**src/rtl/mmio_router_pkg.sv**
```systemverilog
// eei: shared types and default address map for the MMIO router.
package eei;
    localparam int MAX_DEV = 8;
    localparam logic [31:0] DEF_BASE0 = 32'h1000_0000;
    localparam logic [31:0] DEF_BASE1 = 32'h0200_0000;
    localparam logic [31:0] DEF_MASK0 = 32'hFFFF_F000;
    localparam logic [31:0] DEF_MASK1 = 32'hFFFF_0000;
    typedef enum logic [1:0] {IDLE, ISSUE, WAIT, ERR} mmio_state_t;
endpackage

```
**src/rtl/mmio_addr_decoder.sv**
```systemverilog
// mmio_addr_decoder: masked base-address match, lowest matching index wins.
module mmio_addr_decoder import eei::*; #(
    parameter int NUM_DEV = 2,
    parameter int ADDR_W = 32,
    parameter logic [ADDR_W-1:0] DEV_BASE [NUM_DEV] = '{DEF_BASE0, DEF_BASE1},
    parameter logic [ADDR_W-1:0] DEV_MASK [NUM_DEV] = '{DEF_MASK0, DEF_MASK1},
    parameter int IDX_W = NUM_DEV > 1 ? $clog2(NUM_DEV) : 1
) (
    input  logic [ADDR_W-1:0] addr,
    output logic              hit,
    output logic [IDX_W-1:0]  idx
);
    always_comb begin
        hit = 1'b0;
        idx = '0;
        // Scan downward so the lowest matching index is the one left standing.
        for (int i = NUM_DEV - 1; i >= 0; i--) begin
            if ((addr & DEV_MASK[i]) == DEV_BASE[i]) begin
                hit = 1'b1;
                idx = IDX_W'(i);
            end
        end
    end
endmodule

```
**src/rtl/mmio_router.sv**
```systemverilog
// mmio_router: routes single-outstanding core MMIO requests to one of NUM_DEV devices,
// with an error response for unmapped addresses and an optional response timeout.
module mmio_router import eei::*; #(
    parameter int NUM_DEV = 2,
    parameter int ADDR_W = 32,
    parameter int DATA_W = 32,
    parameter logic [ADDR_W-1:0] DEV_BASE [NUM_DEV] = '{DEF_BASE0, DEF_BASE1},
    parameter logic [ADDR_W-1:0] DEV_MASK [NUM_DEV] = '{DEF_MASK0, DEF_MASK1},
    parameter int TIMEOUT_CYC = 255
) (
    input  logic                      clk,
    input  logic                      rst,
    input  logic                      core_valid,
    output logic                      core_ready,
    input  logic [ADDR_W-1:0]         core_addr,
    input  logic                      core_wen,
    input  logic [DATA_W-1:0]         core_wdata,
    input  logic [DATA_W/8-1:0]       core_wmask,
    output logic                      core_rvalid,
    output logic [DATA_W-1:0]         core_rdata,
    output logic                      core_err,
    output logic [NUM_DEV-1:0]        dev_valid,
    input  logic [NUM_DEV-1:0]        dev_ready,
    output logic [ADDR_W-1:0]         dev_addr,
    output logic                      dev_wen,
    output logic [DATA_W-1:0]         dev_wdata,
    output logic [DATA_W/8-1:0]       dev_wmask,
    input  logic [NUM_DEV-1:0]        dev_rvalid,
    input  logic [NUM_DEV*DATA_W-1:0] dev_rdata
);
    localparam int IDX_W = NUM_DEV > 1 ? $clog2(NUM_DEV) : 1;
    localparam int CNT_W = $clog2(TIMEOUT_CYC + 2);

    mmio_state_t          state_q, state_d;
    logic [ADDR_W-1:0]    addr_q, addr_d;
    logic                 wen_q, wen_d;
    logic [DATA_W-1:0]    wdata_q, wdata_d;
    logic [DATA_W/8-1:0]  wmask_q, wmask_d;
    logic [IDX_W-1:0]     idx_q, idx_d, dec_idx;
    logic [CNT_W-1:0]     cnt_q, cnt_d;
    logic                 dec_hit, rsp, accept, tmo;

    mmio_addr_decoder #(
        .NUM_DEV(NUM_DEV), .ADDR_W(ADDR_W), .DEV_BASE(DEV_BASE), .DEV_MASK(DEV_MASK), .IDX_W(IDX_W)
    ) u_dec (
        .addr(core_addr),
        .hit(dec_hit),
        .idx(dec_idx)
    );

    always_comb begin
        rsp = state_q == WAIT && dev_rvalid[idx_q];
        core_ready = state_q == IDLE || rsp;
        accept = core_valid && core_ready;
        cnt_d = (state_q == ISSUE || state_q == WAIT) ? cnt_q + 1'b1 : cnt_q;
        tmo = TIMEOUT_CYC != 0 && cnt_d == CNT_W'(TIMEOUT_CYC);
        state_d = state_q;
        addr_d = addr_q;
        wen_d = wen_q;
        wdata_d = wdata_q;
        wmask_d = wmask_q;
        idx_d = idx_q;
        case (state_q)
            ISSUE:   state_d = tmo ? ERR : dev_ready[idx_q] ? WAIT : ISSUE;
            WAIT:    state_d = rsp ? IDLE : tmo ? ERR : WAIT;
            ERR:     state_d = IDLE;
            default: state_d = state_q;
        endcase
        // An accept in the response cycle overrides the return to IDLE.
        if (accept) begin
            addr_d = core_addr;
            wen_d = core_wen;
            wdata_d = core_wdata;
            wmask_d = core_wmask;
            idx_d = dec_idx;
            cnt_d = '0;
            state_d = dec_hit ? ISSUE : ERR;
        end
        dev_valid = '0;
        dev_valid[idx_q] = state_q == ISSUE;
        core_rvalid = rsp || state_q == ERR;
        core_err = state_q == ERR;
        core_rdata = rsp ? dev_rdata[int'(idx_q) * DATA_W +: DATA_W] : '0;
    end

    assign dev_addr = addr_q & ~DEV_MASK[idx_q];
    assign dev_wen = wen_q;
    assign dev_wdata = wdata_q;
    assign dev_wmask = wmask_q;

    always_ff @(posedge clk) begin
        if (rst) begin
            state_q <= IDLE;
            addr_q <= '0;
            wen_q <= 1'b0;
            wdata_q <= '0;
            wmask_q <= '0;
            idx_q <= '0;
            cnt_q <= '0;
        end else begin
            state_q <= state_d;
            addr_q <= addr_d;
            wen_q <= wen_d;
            wdata_q <= wdata_d;
            wmask_q <= wmask_d;
            idx_q <= idx_d;
            cnt_q <= cnt_d;
        end
    end
endmodule
```
**config.mk**
```make
export PLATFORM = sky130hd
export DESIGN_NAME = mmio_router
export DESIGN_NICKNAME = d
export VERILOG_FILES = /design/src/rtl/mmio_router_pkg.sv /design/src/rtl/mmio_addr_decoder.sv /design/src/rtl/mmio_router.sv
export SDC_FILE = /design/constraint.sdc
export NUM_CORES = 1
export LEC_CHECK = 0
export CAP_MARGIN = 20
export CORE_ASPECT_RATIO = 1.25
export CORE_MARGIN = 2
export CORE_UTILIZATION = 36
export CTS_BUF_LIST = sky130_fd_sc_hd__clkbuf_8
export DETAILED_ROUTE_END_ITERATION = 7
export PLACE_DENSITY_LB_ADDON = 0.3
export SLEW_MARGIN = 30
export SYNTH_ARGS = -nofsm -noshare
export SYNTH_HDL_FRONTEND = slang
export SYNTH_HIERARCHICAL = 1
export SYNTH_SLANG_ARGS = --single-unit
```
**constraint.sdc**
```tcl
create_clock -name clk -period 2.16 [get_ports clk]
set_input_delay 0.54 -clock clk [delete_from_list [all_inputs] [get_ports clk]]
set_output_delay 0.54 -clock clk [all_outputs]
set_load 0.03 [all_outputs]
```
# Word level (Yosys, flattened, before mapping)
# Index checks and enable logic that the tools add are counted.
[word_totals]
memories = 0
romBits = 0
output_inout_bits = 106
latchBits = 0
register_bits = 81
mem_bits_rw = 0
inputBits = 140
[classes]
n_reduce_logical = 9
n_mux = 21
addsub = 1
n_bitwise = 4
mul = 0
eq_ne = 6
magnitude_cmp = 3
div = 0
shift = 1
[ops]
columns = ["operator", "count"]
rows = [
  ["$mux 32", 3],
  ["$shiftx 64x7->32", 1],
  ["$and 32x32->32", 1],
  ["$not 32->32", 1],
  ["$eq 20x17->1 const B", 1],
  ["$eq 16x10->1 const B", 1],
  ["$mux 16", 1],
  ["$mux 2", 5],
  ["$add 9x1->9 const B", 1],
  ["$eq 9x8->1 const B", 1],
  ["$mux 1", 9],
  ["$mux 9", 1],
  ["$pmux 2 s3", 1],
  ["$eq 2x2->1 const B", 2],
  ["$reduce_bool 4->1", 1],
  ["$logic_and 1x1->1", 3],
  ["$logic_or 1x1->1", 3],
  ["$and 2x2->2", 1],
  ["$eq 2x1->1 const B", 1],
  ["$ge 2x2->1 const B", 1],
  ["$logic_not 2->1", 1],
  ["$lt 1x2->1 const B", 1],
  ["$not 1->2", 1],
  ["$reduce_or 2->1", 1],
  ["other kinds (2)", 2],
]

# Logic depth before layout (Yosys ltp)
[logic_depth]
word_depth = 8
ltp_mapped = 9
depth_no_buf = 7

# Modules after synthesis
# The synthesis kept the hierarchy.
[by_module_without_submodules]
columns = ["module", "instances", "seq_area_each_um2", "cells_each", "area_each_um2"]
rows = [
  ["mmio_router", 1, 1301.2, 443, 3423.3],
  ["mmio_addr_decoder", 1, 0.0, 10, 61.3],
]

# Worst setup path after synthesis
# OpenSTA, ideal clock, no wires.
[synth_path]
path_type = "input -> output"
startpoint = "in dev_rvalid[1]"
endpoint = "out core_rdata[10]"
path_buffers = 2
stages = 5
t_arrival_ns = 1.542
t_required_ns = 1.620
slack_ns = 0.078
cell_sequence = "mux2i_1 -> nand2b_1 -> buf_4 -> clkbuf_1 -> nor2_1"
[synth_via]
elab_chain_cells = 4
[synth_lines]
columns = ["item", "line_no", "source"]
rows = [
  ["from (decl)", "mmio_router.sv:28", "input logic [NUM_DEV-1:0] dev_rvalid,"],
  ["$mux 1 (implied by the code) (2 in a row)", "mmio_router.sv:52", "rsp = state_q == WAIT && dev_rvalid[idx_q];"],
  ["$logic_and 1x1->1", "mmio_router.sv:52", ""],
  ["$mux 32", "mmio_router.sv:83", "core_rdata = rsp ? dev_rdata[int'(idx_q) * DATA_W +: DATA_W] : '0;"],
  ["to (decl)", "mmio_router.sv:20", "output logic [DATA_W-1:0] core_rdata,"],
]
# No other way between the ends. The select of a mux whose other input is x is not followed.

# Final worst setup path
[layout_path]
startpoint = "in dev_rvalid[0]"
endpoint = "out core_rdata[12]"
# Same word-level chain as after synthesis.

==> qor.csv <==
metric,value,unit
dp.final_hpwl,8640,um
antenna_left,0,
die_x,92.0,um
synth_warnings,6,
io_pins,246,
placed_area,0.00564,mm2
max_freq,467,MHz
num_rows,40,
ff_latch_area,0.00131,mm2
yosys-top-cells-area,"dfxtp_1 (37%), nand2_1 (13%), mux2i_1 (9.5%)",
yosysSeqAreaShare,37.3,%
cts_root_buf,clkbuf_8,
dieArea,0.0105,mm2
hold_viol_final,0,
multi_input_area,0.00188,mm2
status,"complete, no violations",
cap_violations,0,
initial_utilization,36.6,%
fin_cells,800,
firstDrtPassIters,5,
ys_seq_elements,65,
ys.flop_type,dfxtp_1,
finalWeightedCongestion,0.822,
fin_skew,0.00378,ns
synthToLayoutAreaGrowth,71.7,%
synth_area_leader_cell,dfxtp_1,
synth_edf_count,0,
clkTransAtPathRegs,0.06,ns
clkLatencyLatePin,0.33,ns
grt_max_degree,50,
wl_per_cell,13.9,um
met1_usage,19.8,%
grt_antenna_before_repair,0,
power,5.08,mW
ctsHtreeMaxLevel,3,
cts.path.max_buffers,2,
layout-drive-gt1-share,13.4,%
fp.dieH,114,um
numCtsBuffers,9,
post-route-cell-area,0.00598,mm2
peakVddDrop,0.469,mV
clock-sinks,65,
numPortBuffers,229,
synth.distinct_cells,40,
worstPathRequired,1.62,ns
rsz0062_at_grt,true,
hold_buffers,0,
cp-start-kind,input pin,
cp-end-kind,output pin,
path_max_fanout,12,
period_minus_slack,2.14,ns
dp.cells,779,
tightestPinTransition,0.502,ns
leakage,2.30,nW
netlist_area,0.00348,mm2
final_util,62.9,%
first_global_vias,3632,
setup_violations,0,
slew_headroom,66.5,%
grt_most_used_layer,met2,
postSynthCellCount,453,
synth_top_area_share,37.3,%
drcViolationCount,0,
wirelength,11100,um
grt-ovfl-total,0,
synth_area_per_cell,7.69,um2
nFillCells,847,
whs,0.453,ns
final_max_slew_viol_count,0,
vias,3795,
use_met3,5.81,%
arrival,1.60,ns
cts_tree,yes,
power.density,849,mW/mm2
async_flop_share,0,%
grtUsageTotal,20.1,%
min_period_over_period,99.1,%
min_path_type,reg2reg,
drtIter0Drc,149,
final_nets,814,
use_met2,38.3,%
antenna_cells,0,
crit_type,in2out,
viasPerCell,4.74,
coreArea,0.00951,mm2
grt_pass1_wl,16700,um
==> cell families after synthesis <==
group	share of synthesized area, %
AOI/OAI and AO/OA	12.0
xor gates and xnor gates	2.26
adders and majority gates	1.80
buffers and inverters	11.5
DFF	37.3
muxes	9.80
other	0.108
and+or+nand+nor	25.2
==> synthesized netlist by cell type, drive strengths merged (5+ instances only) <==
cell type and number:
a21oi 61, and2 6, buf 45, clkbuf 11, dfxtp 65, ha 5
inv 5, mux2i 33, nand2 119, nand2b 5, nor2 51, xnor2 7
==> layout by cell type (no fill, tap or decap), types with 2 or more instances in the layout <==
cell type	instances
nand4_1	3
xor2_1	2
inv_1	7
clkdlybuf4s50_1	185
xnor2_1	7
nor3_1	4
dfxtp_1	63
buf_4	47
mux2i_1	32
o31ai_1	2
bufinv_16	2
nand2_1	117
nor2_1	49
nor3b_1	2
nor4_1	4
nor4b_1	2
and3b_1	2
conb_1	16
a21oi_1	60
nand2_2	2
dlygate4sd2_1	3
and2_1	5
buf_6	5
ha_1	3
nand2b_1	4
buf_12	4
clkbuf_8	11
nand3_1	2
o32ai_1	3
==> through the flow <==
step / setup WS [ns] / TNS [ns]
after floorplan: 0.0778 / 0
after global placement: -0.203 / -4.37
after detailed placement: -0.214 / -6.34
after CTS: 0.00108 / 0
after global routing: -0.0396 / -0.581
final: 0.0189 / 0
==> worst max-delay path, cell delays in order <==
cell and delay, ns:
dlygate4sd2_1 0.24, mux2i_2 0.18, nand2b_4 0.23, clkbuf_16 0.18, nor2_1 0.05, buf_4 0.16
==> power by group <==
group / switching (mW) / internal (mW) / leakage [nW]
registers: 0.118 / 1.40 / 0.533
clock network: 0.422 / 0.701 / 0.123
logic: 1.40 / 1.04 / 1.64
total: 1.94 / 3.15 / 2.30
==> final timing paths <==
check / slack (ns) / end / startpoint / cells past startpoint
worst max-delay path: 0.02 / core_rdata[12] / dev_rvalid[0] / 6
worst min-delay path: 0.45 / dev_wdata[3] / dev_wdata[3] / 2
worst max register to register: 0.21 / state_q[0] / state_q[1] / 7
worst min register to register: 0.45 / dev_wdata[3] / dev_wdata[3] / 2
==> final cells by class <==
type	count	area share (%)
Clock inverter	5	1.19
Clock buffer	11	2.53
Multi-Input combinational cell	341	31.4
Timing Repair Buffer	247	40.1
Tap cell	126	2.63
Inverter	5	0.314
Sequential cell	65	21.8
==> routing by layer <==
metal	vias to the layer above	part of all wire (%)
li1	1880	-
met1	1707	36
met2	188	53
met3	20	7.5
met4	0	2.9
met5	-	0
==> registers in the layout, indices dropped and copies added (netlist names) <==
register   flops
state_q        2
dev_wdata     32
idx_q          1
addr_q        16
dev_wen        1
dev_wmask      4
cnt_q          9
==> repair_timing <==
action / CTS / global route
hold endpoints to repair: 0 / 0
buffers inserted: 2 / 1
resized for setup: 18 / 5
cloned: 1 / 1
pin swaps: 1 / 0
endpoints found under the setup margin: 36 / 26
Power figures use the tool's default switching activity.
==> edit 1, RTL diff (same settings) <==
Change the parameter `DATA_W` from 32 to 40.
--- a/src/rtl/mmio_router.sv
+++ b/src/rtl/mmio_router.sv
@@ -4,5 +4,5 @@
     parameter int NUM_DEV = 2,
     parameter int ADDR_W = 32,
-    parameter int DATA_W = 32,
+    parameter int DATA_W = 40,
     parameter logic [ADDR_W-1:0] DEV_BASE [NUM_DEV] = '{DEF_BASE0, DEF_BASE1},
     parameter logic [ADDR_W-1:0] DEV_MASK [NUM_DEV] = '{DEF_MASK0, DEF_MASK1},
Interface: changed (6 resized); port bits go from 246 to 288. No check against the original RTL was run, so the function may have changed too.
==> edit 1 against the unedited design <==
The flow now finishes with violations (negative setup slack). Synthesized cell count grew 11%. Hold slack gained 4.2 ps. Sequential cell count grew 9. First-iteration DRC count grew 19%. Utilization grew 9.4 points. Power grew 27%. Wire length grew 41%. Fmax shrank 8.6%. Worst setup slack lost 200 ps. Synthesized area grew 9.8%. Design area grew 26%. Die area grew 9.4%. Critical endpoint is now core_rdata[10].
==> edit 1: results (changes against the unedited design) <==
Critical path:
- For this design, the slowest cell found on the critical path is sky130_fd_sc_hd__dfxtp_4.
- The worst reg-to-reg path cell count came to 8 (+1).
- Following the worst setup path forward leads to its endpoint at core_rdata[10].
- The maximum cell stage delay along the critical path is 360 ps (+120 ps).
- The register-to-register setup slack is 30 ps (-180 ps).
- The endpoint identified for the worst register-to-register timing path is state_q[1]$_SDFFE_PP0P_.

Run status:
- The final reports fail on negative setup slack.
- The flow ran to the end, but the final reports show violations.

Route:
- The final routed wire length divided by cell count is 17.2 um (+23%).
- The total via count after detailed routing came to 4413 (+16%).

STA:
- The post-route worst setup slack was -184 ps (-203 ps).
- The count of final setup violators is 42 (+42).

Placement:
- The placement-stage worst setup slack is -703 ps (-490 ps).
- The half-perimeter wire length of the detailed placement result is 11.4 mm (+32%).

Power and ir drop:
- The worst voltage drop across the vdd grid is 0.000469 V (+0.11%).
- The leakage power figure came to 0.00280 uW (+22%).

Final layout:
- The area used by sequential logic in the layout is 0.00149 mm^2 (+14%).
- The share of layout cells above drive strength 1 is 0.223 (+0.0893).
- The non-clock inverter instance count of the final layout is 7 (+2).
- The post-layout net count was 946 (+16%).

Synth:
- The share of the yosys chip area belonging to registers was 0.387 (+0.0139).
- The adder-cell share of the synthesized area came to 0.0164 (-0.00160).
- The fraction of synthesized cell area in xor and xnor cells is 0.0229 (+0.000277).

Global route:
- The largest net degree at the start of global routing is 39 (-22%).

Clocking:
- The clock net sink count is 74 (+14%).
- The clock-pin slew on the worst setup and hold paths came to 80 ps (+20 ps).
==> edit 1: repair_timing <==
item / CTS / global route
setup endpoints to repair: 107 / 44
pin swaps: 0 / 25
buffers inserted: 11 / 2
gates cloned: 5 / 0
resized for setup: 257 / 119
endpoints found under the hold margin: 0 / 0
==> edit 1: worst min-delay path by stage <==
stage                              startpoint                        end  slack, ps  cells past startpoint
global route        dev_wdata[0]$_SDFFE_PP0P_  dev_wdata[0]$_SDFFE_PP0P_        470                      2
finish              dev_wdata[0]$_SDFFE_PP0P_  dev_wdata[0]$_SDFFE_PP0P_        460                      2
global placement      addr_q[14]$_SDFFE_PP0P_    addr_q[14]$_SDFFE_PP0P_        440                      2
CTS                 dev_wdata[0]$_SDFFE_PP0P_  dev_wdata[0]$_SDFFE_PP0P_        460                      2
floorplan             addr_q[12]$_SDFFE_PP0P_    addr_q[12]$_SDFFE_PP0P_        430                      2
detailed placement  dev_wdata[0]$_SDFFE_PP0P_  dev_wdata[0]$_SDFFE_PP0P_        450                      2
==> edit 1: layer usage <==
layer,wire [um],GRT usage,share of wire,up-vias
met5,27,0,0.0017,-
met4,252,0.0804,0.016,4
met3,1450,0.0683,0.093,22
met2,8090,0.431,0.52,230
met1,5850,0.291,0.37,2015
li1,-,-,-,2142
==> edit 1: through the flow <==
step / setup TNS (ps) / utilization / instances / cell area (um^2)
2_1_floorplan: 0 / - / 517 / 3880
3_3_place_gp: -55170 / 0.637 / 881 / 6660
3_5_place_dp: -56740 / 0.637 / 881 / 6660
4_1_cts: -6770 / 0.685 / 913 / 7160
5_1_grt: -7440 / 0.723 / 913 / 7560
6_report: -5240 / 0.723 / 913 / 7560
==> edit 1: where the power goes <==
group          switching [uW]  internal [uW]
registers                 151           1620
logic                    1980           1720
clock network             544            424
total                    2680           3760
==> edit 2, RTL diff (same flow settings) <==
Made on the original files. Re-encode `mmio_state_t` (4 states) as Gray code, 2 bits wide.
--- a/src/rtl/mmio_router_pkg.sv
+++ b/src/rtl/mmio_router_pkg.sv
@@ -6,5 +6,5 @@
     localparam logic [31:0] DEF_MASK0 = 32'hFFFF_F000;
     localparam logic [31:0] DEF_MASK1 = 32'hFFFF_0000;
-    typedef enum logic [1:0] {IDLE, ISSUE, WAIT, ERR} mmio_state_t;
+    typedef enum logic [1:0] {IDLE = 2'b00, ISSUE = 2'b01, WAIT = 2'b11, ERR = 2'b10} mmio_state_t;
 endpackage
 
Formal check against the unedited RTL: no difference found for any inputs over 10 cycles, from zero or initial values and one cycle with rst high; not proved beyond that.
==> edit 2 against the unedited design <==
The run now ends with negative setup slack left. Count of clock-buffer cells in the layout down 1. Fmax shrank 4.4%. Critical path type unchanged. Global-route usage up 3.1 points. Wire length grew 5.5%. Worst setup slack got worse by 99 ps. Synthesized area shrank 3.0%. Design area grew 4.6%. Sequential cell count stayed put. Highest routed layer unchanged. Largest cell class unchanged.
Power is not compared: it rests on default switching activity, and its combinational part moved more than twofold at a synthesized area within 25%.
==> edit 2: results (changes against the unedited design) <==
Route:
- The first-pass iteration count of the detailed router is 4 (-1).
- The detailed-route wire length is 11.7 mm (+5.5%).
- The number of DRC markers after the initial detailed-route iteration is 133 (-11%).
- The post-detailed-route via-to-cell ratio came to 4.76 (+0.39%).

Placement:
- The half-perimeter wire length of the detailed placement result is 8.74 mm (+1.1%).
- The placement-stage worst setup slack is -340 ps (-126 ps).
- The placer congestion estimate is 0.745 (-9.4%).

Run status:
- The checks that failed: negative setup slack.
- The run finished, with violations left.

Synth:
- The share of the yosys chip area belonging to registers is 0.385 (+0.0115).
- The distinct cell type count of the synthesized netlist is 36 (-10%).
- Ranked by total cell area, the synthesized netlist is headed by sky130_fd_sc_hd__dfxtp_1, sky130_fd_sc_hd__nand2_1, sky130_fd_sc_hd__mux2i_1.
- Sorting the synthesized cells by how often they occur yields sky130_fd_sc_hd__nand2_1, sky130_fd_sc_hd__dfxtp_1, sky130_fd_sc_hd__a21oi_1.

Global route:
- The largest net degree at the start of global routing is 37 (-26%).
- The overall track demand over capacity in global routing is 0.232 (+0.0309).
- The met3 layer usage reported by global route was 0.0745 (+0.0164).
- The met1 routing resource usage after global routing came to 0.241 (+0.0422).
- The via count of the first global-routing pass came to 3706 (+2.0%).
- The met2 usage is 0.421 (+0.0381).
- The wire length of the first global-routing pass is 18.5 mm (+11%).

Clocking:
- Clock-pin slew was measured on the worst setup and hold paths at 70 ps.
- The number of buffers on the longest clock path is 2 (unchanged).

Final layout:
- The post-layout net count is 783 (-3.8%).
- The share of layout cells above drive strength 1 is 0.214 (+0.0801).

Critical path:
- The arrival time at the worst endpoint is 1700 ps (+100 ps).
- The cell type of the slowest stage on the worst timing path is sky130_fd_sc_hd__mux2_4.
- The maximum cell stage delay along the critical path was 300 ps (+60 ps).
- The maximum fanout along the worst path came to 8 (-4).

STA:
- The worst-case clock skew is 4.90 ps (+1.12 ps).
- The post-route worst setup slack is -79.7 ps (-98.6 ps).
- The count of final setup violators is 34 (+34).
-- edit 2: cell types whose count changed after synthesis, sizes merged, moves of 3 or more --
| cell | before | now |
|---|---|---|
| a21oi | 61 | 56 |
| a31oi | 0 | 3 |
| and3 | 0 | 3 |
| ha | 5 | 1 |
| nand2 | 119 | 113 |
| nand2b | 5 | 2 |
| nor2 | 51 | 39 |
| nor3 | 4 | 9 |
| xnor2 | 7 | 4 |
| xor2 | 2 | 6 |
-- edit 2: layout make-up --
cell class                 instances  area (um^2)
multi-input combinational        312         1970
inverter                           3         11.3
clock inverter                     5         23.8
tap                              123          154
timing repair buffer             251         2660
fill                             725         2860
sequential                        65         1310
clock buffer                      10          138
-- edit 2: power groups by stage --
stage,registers [uW],clock network [uW],logic [uW]
final,1280,862,768
after CTS,1290,900,769
after floorplan,1390,0,288
after global placement,1310,0,744
after detailed placement,1310,0,752
after global routing,1290,942,817
-- edit 2: routing by layer --
metal,up-vias,part of all wire
li1,1792,-
met1,1656,0.37
met2,192,0.51
met3,22,0.090
met4,0,0.035
met5,-,0
-- edit 2: repair_timing --
item	CTS	global route
gates resized for setup	93	8
endpoints found under the hold margin	0	0
cloned	3	0
setup endpoints to repair	39	34
buffers inserted	2	1
pin swaps	25	2
-- edit 2: path summary, 6_finish.rpt --
path	from	endpoint	slack (ps)	cells past startpoint
worst max-delay path	dev_rvalid[0]	core_rvalid	-80	6
worst min-delay path	dev_wdata[3]$_SDFFE_PP0P_	dev_wdata[3]$_SDFFE_PP0P_	450	2
worst max register to register	state_q[0]$_SDFFE_PP0P_	state_q[0]$_SDFFE_PP0P_	330	6
worst min register to register	dev_wdata[3]$_SDFFE_PP0P_	dev_wdata[3]$_SDFFE_PP0P_	450	2
-- edit 2: metrics by stage --
step	hold slack (ps)	util	cell area, um^2	instances	TNS (ps)
after detailed placement	447	0.621	5660	749	-13120
final	454	0.686	6260	769	-1820
after global routing	475	0.686	6260	769	-3100
after CTS	456	0.683	6230	769	-1780
after global placement	441	0.621	5660	749	-8720
after floorplan	432	-	3440	440	0
-- edit 2: cell families after synthesis --
kind of cell	share of synthesized area
buffers and inverters	0.119
muxes	0.0992
xor gates and xnor gates	0.0259
AOI/OAI and AO/OA	0.124
and+or+nand+nor	0.242
DFF	0.385
other	0.00111
adders and majority gates	0.00370
-- edit 2: worst max-delay path, delay by kind of cell --
family	cells	cell delay (ps)
muxes	1	300
buffers and inverters	3	570
AOI/OAI and AO/OA	1	70
and+or+nand+nor	1	210
